$ cat src/rtl/regfile_pkg.sv
// Shared definitions for the register file with integrated scoreboard.
// Contents:
//   XLEN_DEFAULT, NREGS_DEFAULT : default data width and register count
//   REG_ZERO                    : the hard-wired zero register address
//   wb_port_t                   : write-back port bundle at the default sizes
package regfile_pkg;

    localparam int unsigned XLEN_DEFAULT  = 32;
    localparam int unsigned NREGS_DEFAULT = 32;
    localparam int unsigned REG_ZERO      = 0;

    typedef struct packed {
        logic                             valid;
        logic [$clog2(NREGS_DEFAULT)-1:0] address;
        logic [XLEN_DEFAULT-1:0]          data;
    } wb_port_t;

endpackage

$ cat src/rtl/regfile_scoreboard.sv
// Scoreboard for regfile_sb: one pending bit per architectural register.
// Ports:
//   clk, reset            : clock, asynchronous active-high reset
//   rs_address            : NREAD packed read addresses
//   rs_busy               : per read port, pending and not being written back now
//   issue_valid, issue_rd : request to mark issue_rd pending
//   issue_ready           : issue would be accepted this cycle
//   wbN_valid, wbN_address: write-back strobes that clear pending bits
//   flush                 : clears every pending bit at the next edge
//   busy_any              : OR of all pending bits
module regfile_scoreboard
    import regfile_pkg::*;
#(
    parameter int unsigned NREGS = NREGS_DEFAULT,
    parameter int unsigned NREAD = 2,
    parameter int unsigned AW    = $clog2(NREGS)
) (
    input  logic              clk,
    input  logic              reset,
    input  logic [NREAD*AW-1:0] rs_address,
    output logic [NREAD-1:0]  rs_busy,
    input  logic              issue_valid,
    input  logic [AW-1:0]     issue_rd,
    output logic              issue_ready,
    input  logic              wb0_valid,
    input  logic [AW-1:0]     wb0_address,
    input  logic              wb1_valid,
    input  logic [AW-1:0]     wb1_address,
    input  logic              flush,
    output logic              busy_any
);

    logic [NREGS-1:0] busy_q;
    logic [NREGS-1:0] busy_d;
    logic             issue_wb_hit;
    logic             issue_accept;

    assign issue_wb_hit = (wb0_valid && (wb0_address == issue_rd)) ||
                          (wb1_valid && (wb1_address == issue_rd));
    assign issue_ready  = (issue_rd == AW'(REG_ZERO)) || !busy_q[issue_rd] || issue_wb_hit;
    assign issue_accept = issue_valid && issue_ready;
    assign busy_any     = |busy_q;

    // Priority per register: flush, then issue (new producer), then write-back.
    always_comb begin
        busy_d = busy_q;
        busy_d[REG_ZERO] = 1'b0;
        for (int r = 1; r < NREGS; r++) begin
            if (flush) begin
                busy_d[r] = 1'b0;
            end else if (issue_accept && (issue_rd == AW'(r))) begin
                busy_d[r] = 1'b1;
            end else if ((wb0_valid && (wb0_address == AW'(r))) ||
                         (wb1_valid && (wb1_address == AW'(r)))) begin
                busy_d[r] = 1'b0;
            end
        end
    end

    always_ff @(posedge clk or posedge reset) begin
        if (reset) begin
            busy_q <= '0;
        end else begin
            busy_q <= busy_d;
        end
    end

    for (genvar i = 0; i < NREAD; i++) begin : g_rs_busy
        logic [AW-1:0] addr;
        logic          wb_hit;
        assign addr       = rs_address[i*AW +: AW];
        assign wb_hit     = (wb0_valid && (wb0_address == addr)) ||
                            (wb1_valid && (wb1_address == addr));
        // A write-back landing this cycle already satisfies the reader.
        assign rs_busy[i] = busy_q[addr] && !wb_hit;
    end

endmodule

$ cat src/rtl/regfile_sb.sv
// Integer register file with write-back bypass and an integrated scoreboard.
// Ports:
//   clk, reset            : clock, asynchronous active-high reset
//   rs_address, rs_data   : NREAD packed combinational read ports (bypassed)
//   rs_busy               : per read port, operand still pending
//   issue_valid, issue_rd : mark a destination pending; issue_ready = accepted
//   wbN_valid/address/data: two write-back ports, wb1 wins on a collision
//   flush                 : clears all pending bits, data is kept
//   busy_any              : any register pending
module regfile_sb
    import regfile_pkg::*;
#(
    parameter int unsigned XLEN  = XLEN_DEFAULT,
    parameter int unsigned NREGS = NREGS_DEFAULT,
    parameter int unsigned NREAD = 2,
    parameter int unsigned AW    = $clog2(NREGS)
) (
    input  logic                  clk,
    input  logic                  reset,
    input  logic [NREAD*AW-1:0]   rs_address,
    output logic [NREAD*XLEN-1:0] rs_data,
    output logic [NREAD-1:0]      rs_busy,
    input  logic                  issue_valid,
    input  logic [AW-1:0]         issue_rd,
    output logic                  issue_ready,
    input  logic                  wb0_valid,
    input  logic [AW-1:0]         wb0_address,
    input  logic [XLEN-1:0]       wb0_data,
    input  logic                  wb1_valid,
    input  logic [AW-1:0]         wb1_address,
    input  logic [XLEN-1:0]       wb1_data,
    input  logic                  flush,
    output logic                  busy_any
);

    logic [XLEN-1:0] regs [NREGS];

    // wb1 is applied last so it wins a same-address collision.
    always_ff @(posedge clk or posedge reset) begin
        if (reset) begin
            for (int r = 0; r < NREGS; r++) begin
                regs[r] <= '0;
            end
        end else begin
            if (wb0_valid && (wb0_address != AW'(REG_ZERO))) begin
                regs[wb0_address] <= wb0_data;
            end
            if (wb1_valid && (wb1_address != AW'(REG_ZERO))) begin
                regs[wb1_address] <= wb1_data;
            end
        end
    end

    for (genvar i = 0; i < NREAD; i++) begin : g_read
        logic [AW-1:0]   addr;
        logic [XLEN-1:0] rd_val;
        assign addr = rs_address[i*AW +: AW];
        always_comb begin
            if (addr == AW'(REG_ZERO)) begin
                rd_val = '0;
            end else if (wb1_valid && (wb1_address == addr)) begin
                rd_val = wb1_data;
            end else if (wb0_valid && (wb0_address == addr)) begin
                rd_val = wb0_data;
            end else begin
                rd_val = regs[addr];
            end
        end
        assign rs_data[i*XLEN +: XLEN] = rd_val;
    end

    regfile_scoreboard #(
        .NREGS(NREGS),
        .NREAD(NREAD),
        .AW   (AW)
    ) u_scoreboard (
        .clk        (clk),
        .reset      (reset),
        .rs_address (rs_address),
        .rs_busy    (rs_busy),
        .issue_valid(issue_valid),
        .issue_rd   (issue_rd),
        .issue_ready(issue_ready),
        .wb0_valid  (wb0_valid),
        .wb0_address(wb0_address),
        .wb1_valid  (wb1_valid),
        .wb1_address(wb1_address),
        .flush      (flush),
        .busy_any   (busy_any)
    );

endmodule

$ cat config.mk
export PLATFORM = sky130hd
export DESIGN_NAME = regfile_sb
export DESIGN_NICKNAME = d
export VERILOG_FILES = /design/src/rtl/regfile_pkg.sv /design/src/rtl/regfile_scoreboard.sv /design/src/rtl/regfile_sb.sv
export SDC_FILE = /design/constraint.sdc
export NUM_CORES = 2
export LEC_CHECK = 0
export ABC_CLOCK_PERIOD_IN_PS = 53200
export CAP_MARGIN = 20
export CORE_MARGIN = 2
export CORE_UTILIZATION = 60
export DETAILED_ROUTE_END_ITERATION = 10
export GPL_ROUTABILITY_DRIVEN = 0
export PLACE_DENSITY = 0.81
export SLEW_MARGIN = 20
export SYNTH_ARGS = -nofsm -noshare
export SYNTH_HDL_FRONTEND = slang
export SYNTH_SLANG_ARGS = --single-unit
$ cat constraint.sdc
create_clock -name clk -period 53.2 [get_ports clk]
set_clock_uncertainty 0.2 [all_clocks]
set_input_delay 10.64 -clock clk [delete_from_list [all_inputs] [get_ports clk]]
set_output_delay 10.64 -clock clk [all_outputs]
set_load 0.05 [all_outputs]
# [Yosys cells after proc, flatten, opt, wreduce, memory -nomap -nowiden]
# Cells that the tools add are included.
[totals] reg_bits=1055 out_inout_bits=68 in_bits=95 elab_cells=476
[classes] eq_ne=99 magnitude_cmp=9 reduce_logical=182 muxes=119 bitwise_logic=4
[ops] operator="1024-bit bitwise mux" count=2
[ops] operator="1024-bit two-way mux" count=2
[ops] operator="32-bit two-way mux" count=12
[ops] operator="32-bit binary-select mux with 5-bit select" count=2
[ops] operator="32-bit demux with 5-bit select" count=2
[ops] operator="5-bit equality test, second input constant" count=48
[ops] operator="5-bit by 4-bit equality test with 1-bit output, second input constant" count=24
[ops] operator="1-bit logical AND" count=106
[ops] operator="1-bit two-way mux" count=96
[ops] operator="3-bit nonzero test" count=31
[ops] operator="5-bit by 3-bit equality test with 1-bit output, second input constant" count=12
[ops] operator="1-bit logical OR" count=36
[ops] operator="31-bit OR reduction" count=1
[ops] operator="5-bit by 2-bit equality test with 1-bit output, second input constant" count=6
[ops] operator="5-bit equality test" count=6
[ops] operator="6-bit greater-or-equal comparator, second input constant" count=4
[ops] operator="5-bit NOT with 6-bit output" count=4
[ops] operator="5-bit by 6-bit < comparator with 1-bit output, second input constant" count=3
[ops] operator="1-bit binary-select mux with 5-bit select" count=3
[ops] operator="5-bit by 1-bit equality test with 1-bit output, second input constant" count=3
[ops] operator="5-bit logical NOT" count=3
[ops] operator="6-bit by 1-bit < comparator with 1-bit output, second input constant" count=2
[ops] operator="5-bit nonzero test" count=2
[ops] operator="1-bit logical NOT" count=3

# [Longest topological paths before layout]
[depth] word_depth=9 mapped_depth=10 mapped_depth_nobuf=6

# [By module]
# Synthesis repeated with hierarchy kept, for this count alone.
[unflattened] cells_unflattened=6579 area_unflattened_um2=67385.9
[by_module_without_submodules] module="regfile_sb" cells_each=6184 seq_area_each_um2=25624.6 instances=1 area_per_inst_um2=64184.1
[by_module_without_submodules] module="regfile_scoreboard" cells_each=395 seq_area_each_um2=775.7 instances=1 area_per_inst_um2=3201.8

# [Least setup slack after synthesis]
# Ideal clock, no wire load.
[synth_timing] kind="input-to-output" startpoint="input rs_address[8]" endpoint="output rs_data[61]" path_stages=9 required_ns=42.360 path_buffers=3 arrival_time_ns=13.164 setup_slack_ns=29.196 cell_sequence="clkbuf_1 > xor2_1 > nor4_1 > nand3_1 > nand2b_1 > buf_2 > buf_4 > o221ai_1 > a211oi_1"
[synth_between] elab_chain_len=7 word_cells_on_any_way=12 cone_classes="eq/ne: 2; mux: 6; bitwise: 1; reduce/logical: 3"
[synth_rtl] item="start: declaration" line="regfile_sb.sv:20" text="input logic [NREAD*AW-1:0] rs_address,"
[synth_rtl] item="5-bit NOT with 6-bit output (not written as such)" line="regfile_sb.sv:66" text="rd_val = regs[addr];"
[synth_rtl] item="32-bit binary-select mux with 5-bit select" line="regfile_sb.sv:66"
[synth_rtl] item="32-bit two-way mux (not written as such) (2 in series)" line="regfile_sb.sv:66"
[synth_rtl] item="32-bit two-way mux" line="regfile_sb.sv:63" text="end else if (wb0_valid && (wb0_address == addr)) begin"
[synth_rtl] item="32-bit two-way mux" line="regfile_sb.sv:61" text="end else if (wb1_valid && (wb1_address == addr)) begin"
[synth_rtl] item="32-bit two-way mux (*)" line="regfile_sb.sv:59" text="if (addr == AW'(REG_ZERO)) begin"
[synth_rtl] item="end: declaration" line="regfile_sb.sv:21" text="output logic [NREAD*XLEN-1:0] rs_data,"
# Mark *: on every way between the ends. The rest lies on a longest branch, timed or not. The select of a mux whose other input is x is not followed.

# [Worst setup path after layout]
[layout_timing] startpoint="input wb1_address[1]" endpoint="output rs_data[1]"
[layout_between] elab_chain_len=4
[layout_rtl] item="start: declaration" line="regfile_sb.sv:30" text="input logic [AW-1:0] wb1_address,"
[layout_rtl] item="5-bit equality test" line="regfile_sb.sv:61"
[layout_rtl] item="1-bit logical AND" line="regfile_sb.sv:61"
[layout_rtl] item="32-bit two-way mux" line="regfile_sb.sv:61"
[layout_rtl] item="32-bit two-way mux" line="regfile_sb.sv:59"
# Every way passes these cells.

==> results_dict.tcl <==
set metrics [dict create \
    cts_repair_resize_count 0 \
    finalCritPeriodShare_pct 51.0 \
    fp.dieH_um 340 \
    drtIter0Drc 11614 \
    drive_gt1_share_pct 16.8 \
    wire_per_inst_um 33.0 \
    synth_seq_cells 1055 \
    yosysTopAreaCellShare_pct 38.9 \
    cts_tree "built" \
    critPathRequiredTime_ns 42.36 \
    clock_sinks 1055 \
    synthCells 6686 \
    grt_pass1_wl_mm 379 \
    power.density_nw_per_um2 37.7 \
    crit_chain "clkdlybuf4s50_1 > xor2_1 > nor4_1 > nand3_2 > nand2_2 > o221ai_1 > a21oi_1 > clkdlybuf4s50_1" \
    path_max_fanout 21 \
    p_seq_share_pct 42.6 \
    slowest_delay_ns 1.05 \
    path_delay_family "simple AND/OR/NAND/NOR gates" \
    final_cell_count_no_fill 7880 \
    rsz0062_at_grt "no" \
    start_kind "primary input" \
    critPathBufInv 2 \
    finalMaxSlewViolations 0 \
    dp_cells 7659 \
    pwr-share-clk_pct 29.7 \
    internal_power_mw 1.86 \
    status "finished clean" \
    hpwl_mm 140 \
    grt_max_degree 130 \
    netlist_area_um2 67800 \
    start_util_pct 60.4 \
    synth_enable_flop_cells 0 \
    fin_setup_tns_ns 0 \
    grt.total_usage_pct 44.1 \
    switching_share_pct 33.0 \
    max_cap_viol_count 0 \
    cts_setup_buffers 0 \
    finalPower_mw 2.77 \
    drc 0 \
    routed_wl_mm 260 \
    hold_buffers 0 \
    worstHoldPathType "reg2reg" \
    leakagePower_nw 31.7 \
    ctsHtreeMaxLevel 3 \
    criticalPathCategory "in2out" \
    synth_area_per_cell_um2 10.1 \
    relSlewSlack_pct 3.48 \
    synthFlopType "dfrtp_1" \
    cp_data_arrival_time_ns 16.27 \
    core-area_um2 112000 \
    hold_violations 0 \
    peakVddDrop_mv 0.0310 \
    power_frac_comb_pct 27.6 \
    cts_root_buffer "clkbuf_16" \
    portBuffers 162 \
    period_needed_ns 27.11 \
    synth_area_leaders "dfrtp_1 39%, mux2i_1 17%, mux4_2 14%" \
    setup.worst_path.end_class "output pin" \
    ys_seq_area_share_pct 38.9 \
    yosysMostFrequentCell "mux2i_1" \
    synth_cell_type_count 60 \
    drt_pass1_iterations 11 \
    cts_buffer_depth 3 \
    nFillCells 8414 \
    fp.dieW_um 340 \
    path_clk_slew_ns 0.07 \
    crit_path_frequent_cell "clkdlybuf4s50_1" \
    clock.fmax_mhz 36.9 \
    cpMaxStageDelayCell "nand2_2" \
    setup_viol 0 \
    io_pins 163 \
    synth.net_count 6781 \
    dieArea_um2 116000 \
    finish.utilization_pct 65.4 \
    yosysWarningCount 0 \
    syn2layout_area_growth_pct 8.37 \
    synth_common_cells "1153 x mux2i_1, 1055 x dfrtp_1, 912 x nor2_1, 860 x a21oi_1, 538 x clkbuf_1" \
    fin_nets 6369 \
    overflow 0 \
    cts_inserted_buffers 111 \
    ant_nets 0 \
    synth_top_area_cell "dfrtp_1" \
    grt_pass1_vias 57675 \
    p_switching_mw 0.915 \
    vias 59618 \
    vias_per_cell 7.57 \
    async_flop_share_pct 100 \
    worst_pin_slew_ns 1.44 \
    rows 123 \
    worstSkewPairLatency_ns 0.76 \
    antenna_found_initial 3 \
]
-- cell type report --
type                    count  area, um^2  share of cell area (%)
diodes                     11        27.5                  0.0375
well taps                1500        1880                    2.55
clock buffers             158        3290                    4.48
clock inverters            50         480                   0.654
inverters                   9        41.3                  0.0562
flip-flops and latches   1055       26400                    35.9
multi-input cells        4768       38400                    52.2
repair buffers            329        2970                    4.05
-- cell families after synthesis --
group | after synthesis | share of synthesized area, %
AOI/OAI and AO/OA | 1500 | 13.0
xor gates and xnor gates | 30 | 0.387
buffers and inverters | 863 | 5.33
DFF | 1055 | 38.9
muxes | 1696 | 32.9
and+or+nand+nor | 1542 | 9.50
-- path summary, 6_finish.rpt --
kind                            slack (ns)  cells past startpoint                                   to                               start
worst max-delay path                 26.09                      8                           rs_data[1]                      wb1_address[1]
worst min-delay path                  0.20                      0                 regs[1020]$_DFF_PP0_                regs[1020]$_DFF_PP0_
worst max register to register       50.58                      7  u_scoreboard.busy_q[18]$_DFFE_PP0P_  u_scoreboard.busy_q[2]$_DFFE_PP0P_
worst min register to register        0.20                      0                 regs[1020]$_DFF_PP0_                regs[1020]$_DFF_PP0_
max in group asynchronous            37.72                      7                   regs[45]$_DFF_PP0_                               reset
min in group asynchronous            10.21                      2                  regs[667]$_DFF_PP0_                               reset
-- metal layers --
layer  track usage (%)  vias to the layer above  part of all wire, %
li1                  -                    23431                    -
met1              55.7                    28510                   33
met2              59.8                     5988                   40
met3              19.1                     1679                   17
met4              32.6                       10                  9.3
met5              1.88                        -                0.092
-- flip-flops by register name, indices dropped and copies added, names as in the netlist --
name,flops
regs,1024
u_scoreboard.busy_q,31
-- layout by cell type, fill, tap and decap left out, types with 20 or more instances in the layout --
cell,instances
a211oi_1,74
a21bo_2,28
a21oi_1,860
a221oi_1,33
a22oi_1,31
a32oi_1,20
buf_4,166
clkbuf_16,115
clkbuf_8,25
clkdlybuf4s50_1,153
clkinv_2,33
dfrtp_1,1055
mux2_2,132
mux2i_1,1153
mux4_2,407
nand2_1,342
nand2_4,27
nand3_1,53
nor2_1,893
nor2_4,20
nor2b_1,71
o21ai_0,256
o221a_2,28
o221ai_1,63
o22ai_1,70
xor2_1,24
-- worst register-to-register path, delay by kind of cell, from the launching register on --
family / cells / cell delay [ns]
buf+inv: 1 / 0.28
flops: 1 / 0.44
mux: 1 / 0.29
simple gates: 1 / 0.14
compound gates: 4 / 1.18
-- per-stage QoR --
step                      setup WS [ns]  cell area [um^2]  hold WS (ns)
after CTS                         26.68             73400         0.198
final                             26.09             73500         0.197
after floorplan                   12.66             67800         0.241
after detailed placement          26.73             69600         0.182
after global placement            26.73             69600         0.176
after global routing              26.18             73500         0.205
-- power by group through the flow --
stage	sequential, mW	combinational, mW	clock (mW)
global placement	1.16	0.719	0
global route	1.20	0.812	0.847
floorplan	1.13	0.580	0
finish	1.18	0.767	0.824
detailed placement	1.18	0.746	0
CTS	1.17	0.750	0.814
(Power assumes the default switching activity.)
